**config.mk**
```make
export PLATFORM = sky130hd
export DESIGN_NAME = seq_fsm_onehot_mo_detect
export DESIGN_NICKNAME = d
export VERILOG_FILES = /design/src/rtl/seq_fsm_pkg.sv /design/src/rtl/seq_fsm_onehot_next.sv /design/src/rtl/seq_fsm_onehot_mo_detect.sv
export SDC_FILE = /design/constraint.sdc
export NUM_CORES = 1
export LEC_CHECK = 0
export ABC_AREA = 1
export CORE_MARGIN = 4
export CORE_UTILIZATION = 48
export CTS_CLUSTER_SIZE = 14
export DETAILED_ROUTE_END_ITERATION = 8
export PLACE_DENSITY_LB_ADDON = 0.08
export SYNTH_ARGS = -nofsm -noshare
export SYNTH_HDL_FRONTEND = slang
export SYNTH_SLANG_ARGS = --single-unit
```
**constraint.sdc**
```tcl
create_clock -name clk -period 2.85 [get_ports clk]
set_input_delay 0.57 -clock clk [delete_from_list [all_inputs] [get_ports clk]]
set_output_delay 0.57 -clock clk [all_outputs]
set_load 0.03 [all_outputs]
```
**src/rtl/seq_fsm_pkg.sv**
```systemverilog
// seq_fsm_pkg: shared constants and elaboration-time helpers for the one-hot pattern detector.
package seq_fsm_pkg;
  localparam int MAX_NBITS = 16;
  localparam int MAX_W = MAX_NBITS + 1;
  localparam int S0 = 0;
  // Longest prefix of the pattern that ends the history "first k pattern bits, then b".
  function automatic int kmp_next(logic [MAX_NBITS-1:0] pat, int n, int k, logic b);
    int r, i;
    logic ok, c;
    r = 0;
    for (int j = 1; j <= k + 1; j++) begin
      ok = 1'b1;
      for (int t = 0; t < j; t++) begin
        i = k + 1 - j + t;
        c = (i == k) ? b : pat[n-1-i];
        ok = ok & (c == pat[n-1-t]);
      end
      if (ok) r = j;
    end
    return r;
  endfunction
  function automatic int kmp_failure(logic [MAX_NBITS-1:0] pat, int n);
    int r;
    logic ok;
    r = 0;
    for (int j = 1; j < n; j++) begin
      ok = 1'b1;
      for (int t = 0; t < j; t++) ok = ok & (pat[n-1-t] == pat[j-1-t]);
      if (ok) r = j;
    end
    return r;
  endfunction
  function automatic logic is_onehot(logic [MAX_W-1:0] v);
    return $onehot(v);
  endfunction
endpackage

```
**src/rtl/seq_fsm_onehot_next.sv**
```systemverilog
// seq_fsm_onehot_next: combinational one-hot next-state and Moore output for the pattern detector.
module seq_fsm_onehot_next
  import seq_fsm_pkg::*;
#(
  parameter int NBITS = 4,
  parameter logic [NBITS-1:0] PATTERN = 4'b1101
) (
  input  logic [NBITS:0] state,
  input  logic           in_,
  input  logic           overlap,
  output logic [NBITS:0] state_next,
  output logic           out
);
  localparam int F = kmp_failure(MAX_NBITS'(PATTERN), NBITS);
  logic [NBITS:0] tgt [NBITS+1];
  for (genvar k = 0; k < NBITS; k++) begin : g_row
    localparam logic [NBITS:0] T0 = (NBITS+1)'(1) << kmp_next(MAX_NBITS'(PATTERN), NBITS, k, 1'b0);
    localparam logic [NBITS:0] T1 = (NBITS+1)'(1) << kmp_next(MAX_NBITS'(PATTERN), NBITS, k, 1'b1);
    assign tgt[k] = in_ ? T1 : T0;
  end
  // A full match behaves like its border state (overlap) or like S0 (restart).
  assign tgt[NBITS] = overlap ? tgt[F] : tgt[S0];
  always_comb begin
    state_next = '0;
    for (int k = 0; k <= NBITS; k++) state_next = state_next | (state[k] ? tgt[k] : '0);
  end
  assign out = state[NBITS];
endmodule

```
**src/rtl/seq_fsm_onehot_mo_detect.sv**
```systemverilog
// seq_fsm_onehot_mo_detect: registered one-hot Moore serial pattern detector with match counter and illegal-state recovery.
module seq_fsm_onehot_mo_detect
  import seq_fsm_pkg::*;
#(
  parameter int NBITS = 4,
  parameter logic [NBITS-1:0] PATTERN = 4'b1101,
  parameter int CNT_W = 8
) (
  input  logic             clk,
  input  logic             reset_n,
  input  logic             en,
  input  logic             in_,
  input  logic             overlap,
  input  logic             clear,
  output logic [NBITS:0]   state,
  output logic             out,
  output logic [CNT_W-1:0] match_count,
  output logic             err
);
  localparam logic [NBITS:0] S0_OH = (NBITS+1)'(1) << S0;
  logic [NBITS:0] state_q, nxt, state_d;
  logic [CNT_W-1:0] cnt_d;
  logic valid, hit;
  seq_fsm_onehot_next #(.NBITS(NBITS), .PATTERN(PATTERN)) u_next (
    .state(state),
    .in_(in_),
    .overlap(overlap),
    .state_next(nxt),
    .out(out)
  );
  assign state = state_q;
  // An upset state recovers to S0 even while disabled and never counts.
  always_comb begin
    valid = is_onehot(MAX_W'(state));
    state_d = !valid ? S0_OH : en ? nxt : state;
    hit = valid && en && nxt[NBITS];
    cnt_d = clear ? '0 : (hit && match_count != '1) ? match_count + 1'b1 : match_count;
  end
  always_ff @(posedge clk or negedge reset_n) begin
    if (!reset_n) begin
      state_q <= S0_OH;
      match_count <= '0;
      err <= 1'b0;
    end else begin
      state_q <= state_d;
      match_count <= cnt_d;
      err <= !valid;
    end
  end
endmodule
```
==> flow_metrics.tcl, run 1 <==
set metrics [dict create \
    syn-num-nets 131 \
    fmax_mhz 383 \
    grt_pass1_wl_um 3580 \
    cts.clk_slew.worst_paths_ns 0.10 \
    ys_seq_area_frac 0.393 \
    drc_errors 0 \
    layout-drive-gt1-share 0.0979 \
    slowest_delay_ns 0.56 \
    worst_pin_slew_ns 0.650 \
    cp-endpoint "match_count[7]" \
    cts_repair_resize_count 0 \
    syn-instance-count 121 \
    cp_slowest_cell "dfstp_2" \
    crit_arrival_ns 2.79 \
    endpoint_kind "register" \
    p_leak_nw 0.558 \
    synth_area_leaders "dfrtp_1 36%, nand2_1 13%, inv_1 9.2%" \
    min_period_over_period 0.915 \
    start_util 0.513 \
    viasPerCell 4.90 \
    cts_setup_buffers 0 \
    critPathLaunch "state[0]" \
    numCtsBuffers 3 \
    yosysUniqueCellTypes 24 \
    globalRouteTotalUtil 0.187 \
    grt_overflow 0 \
    cts.sinks 14 \
    peakVddDrop_v 0.000462 \
    power_density_mw_per_mm2 541 \
    routedWlPerCell_um 12.3 \
    dr.pass1.iters 4 \
    crit_type "register to register" \
    rrSetupSlack_ns 0.24 \
    dieArea_mm2 0.00262 \
    die_h_um 51.2 \
    hold_path.class "register to register" \
    ant_nets 0 \
    wl_um 2060 \
    status "finished clean" \
    ys_ff_latch 14 \
    vias 823 \
    fin_nets 154 \
    cp_cell_sequence "inv_1 -> fa_1 -> fa_1 -> inv_1 -> ha_1 -> nor2_2 -> nand3_1 -> nor2_2 -> nand2_4 -> nor2_1 -> nor2_1" \
    r2r_cells 11 \
    final_hold_viol_count 0 \
    core_area_mm2 0.00175 \
    globalplace.congestion 0.866 \
    finalCriticalPeriod_ns 2.61 \
    root_buffer "clkbuf_4" \
    syn_area_per_cell_um2 7.39 \
    crit_required_ns 3.03 \
    ys_warn_count 0 \
    setup_viol 0 \
    drv_slew 0 \
    numPortBuffers 20 \
    final_cell_mix "30 x nand2_1, 22 x inv_1, 20 x clkdlybuf4s50_1, 16 x nand3_1, 13 x dfrtp_1" \
    rr_startpoint "state[0]" \
    cts_buffer_depth 2 \
    area_delta_synth_final_pct 28.5 \
    yosysTopAreaCell "dfrtp_1" \
    grt_pass1_vias 781 \
    r2r-end "match_count[7]" \
    syn_area_um2 895 \
    n_antenna_cell 0 \
    finalSetupTns_ns 0 \
    io_pins 21 \
    max-slew-margin-rel 0.565 \
    rsz0062_at_grt "no" \
    cp_max_fo 8 \
    antenna_found_initial 0 \
    max-cap-violations 0 \
    clk_latency_ns 0.29 \
    setup_slack_ns 0.242 \
    grt_max_degree 15 \
    htreeDepth 1 \
    postCtsHoldBufs 0 \
    cts_tree "built" \
    worst_setup_path_start_kind "register" \
    die_width_um 51.2 \
    mostFrequentLayoutCell "nand2_1" \
    rows 15 \
    synth_top_cell_area_share 0.364 \
    dp_slack_ns 0.270 \
    fin_worst_skew_ns 0.00638 \
    dp_hpwl_um 1510 \
    hold_ws_ns 0.558 \
    min_from "state[3]" \
    first_iter_violations 14 \
]
-- critical path: cells and delay by family (launching register included) --
family                   cells  cell delay, ns
AND/OR/NAND/NOR              6            0.73
buffers and inverters        2            0.13
flip-flops                   1            0.56
adder cells (fa/ha/maj)      3            1.07
-- state kept, by name, summed over array words and instances (netlist names) --
register / flops
err: 1
state: 5
match_count: 8
-- area by class of cell --
| cell class | count | area, µm² |
|---|---|---|
| Fill cell | 157 | 596 |
| Timing Repair Buffer | 20 | 200 |
| Clock buffer | 4 | 36.3 |
| Inverter | 22 | 82.6 |
| Multi-Input combinational cell | 83 | 448 |
| Sequential cell | 14 | 352 |
| Tap cell | 25 | 31.3 |
-- cell families (layout without fill, tap and decap cells) --
family / after synthesis / count (layout) / share of synthesized area
adders and majority gates: 4 / 4 / 0.0727
and+or+nand+nor: 68 / 68 / 0.355
DFF: 14 / 14 / 0.393
AOI/OAI and AO/OA: 11 / 11 / 0.0727
buffers and inverters: 24 / 46 / 0.106
-- how the worst min path moves through the flow --
stage                     to  slack [ns]  cells past startpoint
detailed placement  state[3]        0.54                      2
finish              state[3]        0.56                      2
global placement    state[3]        0.51                      2
global route        state[3]        0.61                      2
CTS                 state[3]        0.56                      2
floorplan                err        0.27                      0
-- stage by stage --
stage          cell area [µm²]  power (mW)  utilization  std cells
3_3_place_gp              1110       0.472        0.638        164
2_1_floorplan              895       0.395            -        121
5_1_grt                   1150       0.667        0.659        168
3_5_place_dp              1110       0.474        0.638        164
4_1_cts                   1150       0.623        0.659        168
6_report                  1150       0.622        0.659        168
-- synthesized netlist by cell type --
library cell	n
nand3b_1	1
buf_2	1
nand3_1	16
nor2_4	1
dfrtp_1	13
a21oi_1	2
ha_1	2
a31oi_1	1
o22ai_1	1
a22oi_1	1
o21bai_1	1
nand4_2	1
nand2_2	2
o21ai_0	3
nand2_1	30
o21ai_1	1
buf_4	1
nor2_2	4
inv_1	22
fa_1	2
nand2_4	1
o31ai_1	1
dfstp_2	1
nor2_1	12
-- power by group --
group / switching [mW] / internal, mW / total, mW / leakage (nW)
Sequential: 0.0129 / 0.224 / 0.237 / 0.190
Clock: 0.0715 / 0.0778 / 0.149 / 0.0210
Combinational: 0.151 / 0.0845 / 0.236 / 0.347
-- per-layer routing --
metal / vias up / routed length [µm] / GRT usage
met5: - / 0 / 0
met4: 0 / 34 / 0.0807
met3: 5 / 86 / 0.0379
met2: 22 / 957 / 0.298
met1: 374 / 986 / 0.244
li1: 422 / - / -
Note: power is estimated with default switching activity, not from simulation.
==> run 2, diff against run 1 <==
--- a/constraint.sdc
+++ b/constraint.sdc
@@ -3,2 +3,2 @@
 set_output_delay 0.57 -clock clk [all_outputs]
-set_load 0.03 [all_outputs]
+set_load 0.05 [all_outputs]
==> results of run 2 <==
Same layout as run 1 (identical final DEF). Status: finished clean.
Among the figures that moved: total power 0.622 mW -> 0.652 mW; worst IR drop on VDD 0.000462 V -> 0.000468 V
==> run 3, diff against run 2 <==
- REMOVE_ABC_BUFFERS: unset -> 1
==> flow_metrics.tcl, run 3 (synthesized netlist as in run 1, its figures left out) <==
set metrics [dict create \
    hold_path.class "register to register" \
    crit_type "register to register" \
    peakVddDrop_v 0.000426 \
    cp-endpoint "state[1]" \
    dr.pass1.iters 4 \
    cts.sinks 14 \
    n_antenna_cell 0 \
    cp_max_fo 3 \
    hold_ws_ns 0.539 \
    globalplace.congestion 0.837 \
    power_density_mw_per_mm2 568 \
    fin_nets 154 \
    max-cap-violations 0 \
    path_common_cell "inv_1" \
    grt_pass1_vias 818 \
    ant_nets 0 \
    grt_overflow 0 \
    die_h_um 51.2 \
    cp_cell_sequence "inv_1 -> fa_1 -> fa_1 -> inv_1 -> ha_1 -> nor2_2 -> nand2_1 -> nor2_1 -> inv_1 -> o22ai_1" \
    drv_slew 0 \
    final_cell_mix "30 x nand2_1, 22 x inv_1, 20 x clkdlybuf4s50_1, 16 x nand3_1, 13 x dfrtp_1" \
    postCtsHoldBufs 0 \
    mostFrequentLayoutCell "nand2_1" \
    area_delta_synth_final_pct 28.5 \
    worst_pin_slew_ns 0.660 \
    htreeDepth 1 \
    grt_max_degree 15 \
    routedWlPerCell_um 11.7 \
    finalSetupTns_ns 0 \
    cts.clk_slew.worst_paths_ns 0.09 \
    numPortBuffers 20 \
    setup_viol 0 \
    rsz0062_at_grt "no" \
    viasPerCell 4.89 \
    numCtsBuffers 3 \
    fmax_mhz 384 \
    cts_buffer_depth 2 \
    worst_setup_path_start_kind "register" \
    wl_um 1960 \
    clk_latency_ns 0.29 \
    r2r_cells 10 \
    crit_arrival_ns 2.81 \
    final_hold_viol_count 0 \
    crit_required_ns 3.06 \
    rr_startpoint "state[0]" \
    endpoint_kind "register" \
    io_pins 21 \
    cts_repair_resize_count 0 \
    fin_worst_skew_ns 0.00244 \
    root_buffer "clkbuf_4" \
    r2r-end "state[1]" \
    globalRouteTotalUtil 0.179 \
    largest_reg_flops 8 \
    cts_tree "built" \
    top_register "match_count" \
    die_width_um 51.2 \
    antenna_found_initial 0 \
    grt_pass1_wl_um 3530 \
    start_util 0.513 \
    slowest_delay_ns 0.55 \
    vias 821 \
    status "finished clean" \
    cp_top_family "adder cells" \
    min_period_over_period 0.915 \
    layout-drive-gt1-share 0.0979 \
    path_buf_inv 3 \
    critPathLaunch "state[0]" \
    rrSetupSlack_ns 0.24 \
    cts_setup_buffers 0 \
    critical_path_depth 10 \
    first_iter_violations 24 \
    max-slew-margin-rel 0.559 \
    dieArea_mm2 0.00262 \
    p_leak_nw 0.558 \
    core_area_mm2 0.00175 \
    cp_slowest_cell "dfstp_2" \
    rows 15 \
    dp_hpwl_um 1500 \
    finalCriticalPeriod_ns 2.61 \
    drc_errors 0 \
]
==> run 3: cell counts in the layout (fill, tap and decap cells not counted) <==
No cell type changed its count.
==> run 3: power breakdown <==
part           switching (mW)  total (mW)  internal, mW
combinational           0.184       0.269        0.0854
clock                  0.0715       0.149        0.0780
sequential             0.0108       0.234         0.224
==> run 3: final cells by class <==
cell class	count	area, µm²
fill	154	596
multi-input combinational	83	448
sequential	14	352
timing repair buffer	20	200
inverter	22	82.6
clock buffer	4	36.3
tap	25	31.3
==> run 3: stage by stage <==
stage / cell area, µm² / total power, mW / instances / utilization / worst slack [ns]
floorplan: 882 / 0.425 / 119 / - / 0.183
global placement: 1110 / 0.502 / 164 / 0.638 / 0.303
detailed placement: 1110 / 0.509 / 164 / 0.638 / 0.252
CTS: 1150 / 0.655 / 168 / 0.659 / 0.237
global route: 1150 / 0.698 / 168 / 0.659 / 0.0489
finish: 1150 / 0.653 / 168 / 0.659 / 0.243
==> run 3: per-layer routing <==
| metal | global-route usage | wire length, µm | part of all wire |
|---|---|---|---|
| met2 | 0.290 | 883 | 0.45 |
| met5 | 0 | 0 | 0 |
| met1 | 0.233 | 956 | 0.49 |
| met3 | 0.0379 | 78 | 0.040 |
| met4 | 0.0673 | 41 | 0.021 |
==> run 3: how the worst min path moves through the flow <==
stage / start / to / slack [ns] / cells past startpoint
2_1_floorplan: reset_n / err / 0.27 / 0
3_3_place_gp: state[3] / state[3] / 0.51 / 2
3_5_place_dp: state[3] / state[3] / 0.52 / 2
4_1_cts: state[3] / state[3] / 0.54 / 2
5_1_grt: state[3] / state[3] / 0.58 / 2
6_report: state[3] / state[3] / 0.54 / 2
==> run 3: worst min-delay path: stages, from the launching register on <==
cell and delay (ns):
dfrtp_1 0.39, nand2_1 0.06, o31ai_1 0.06
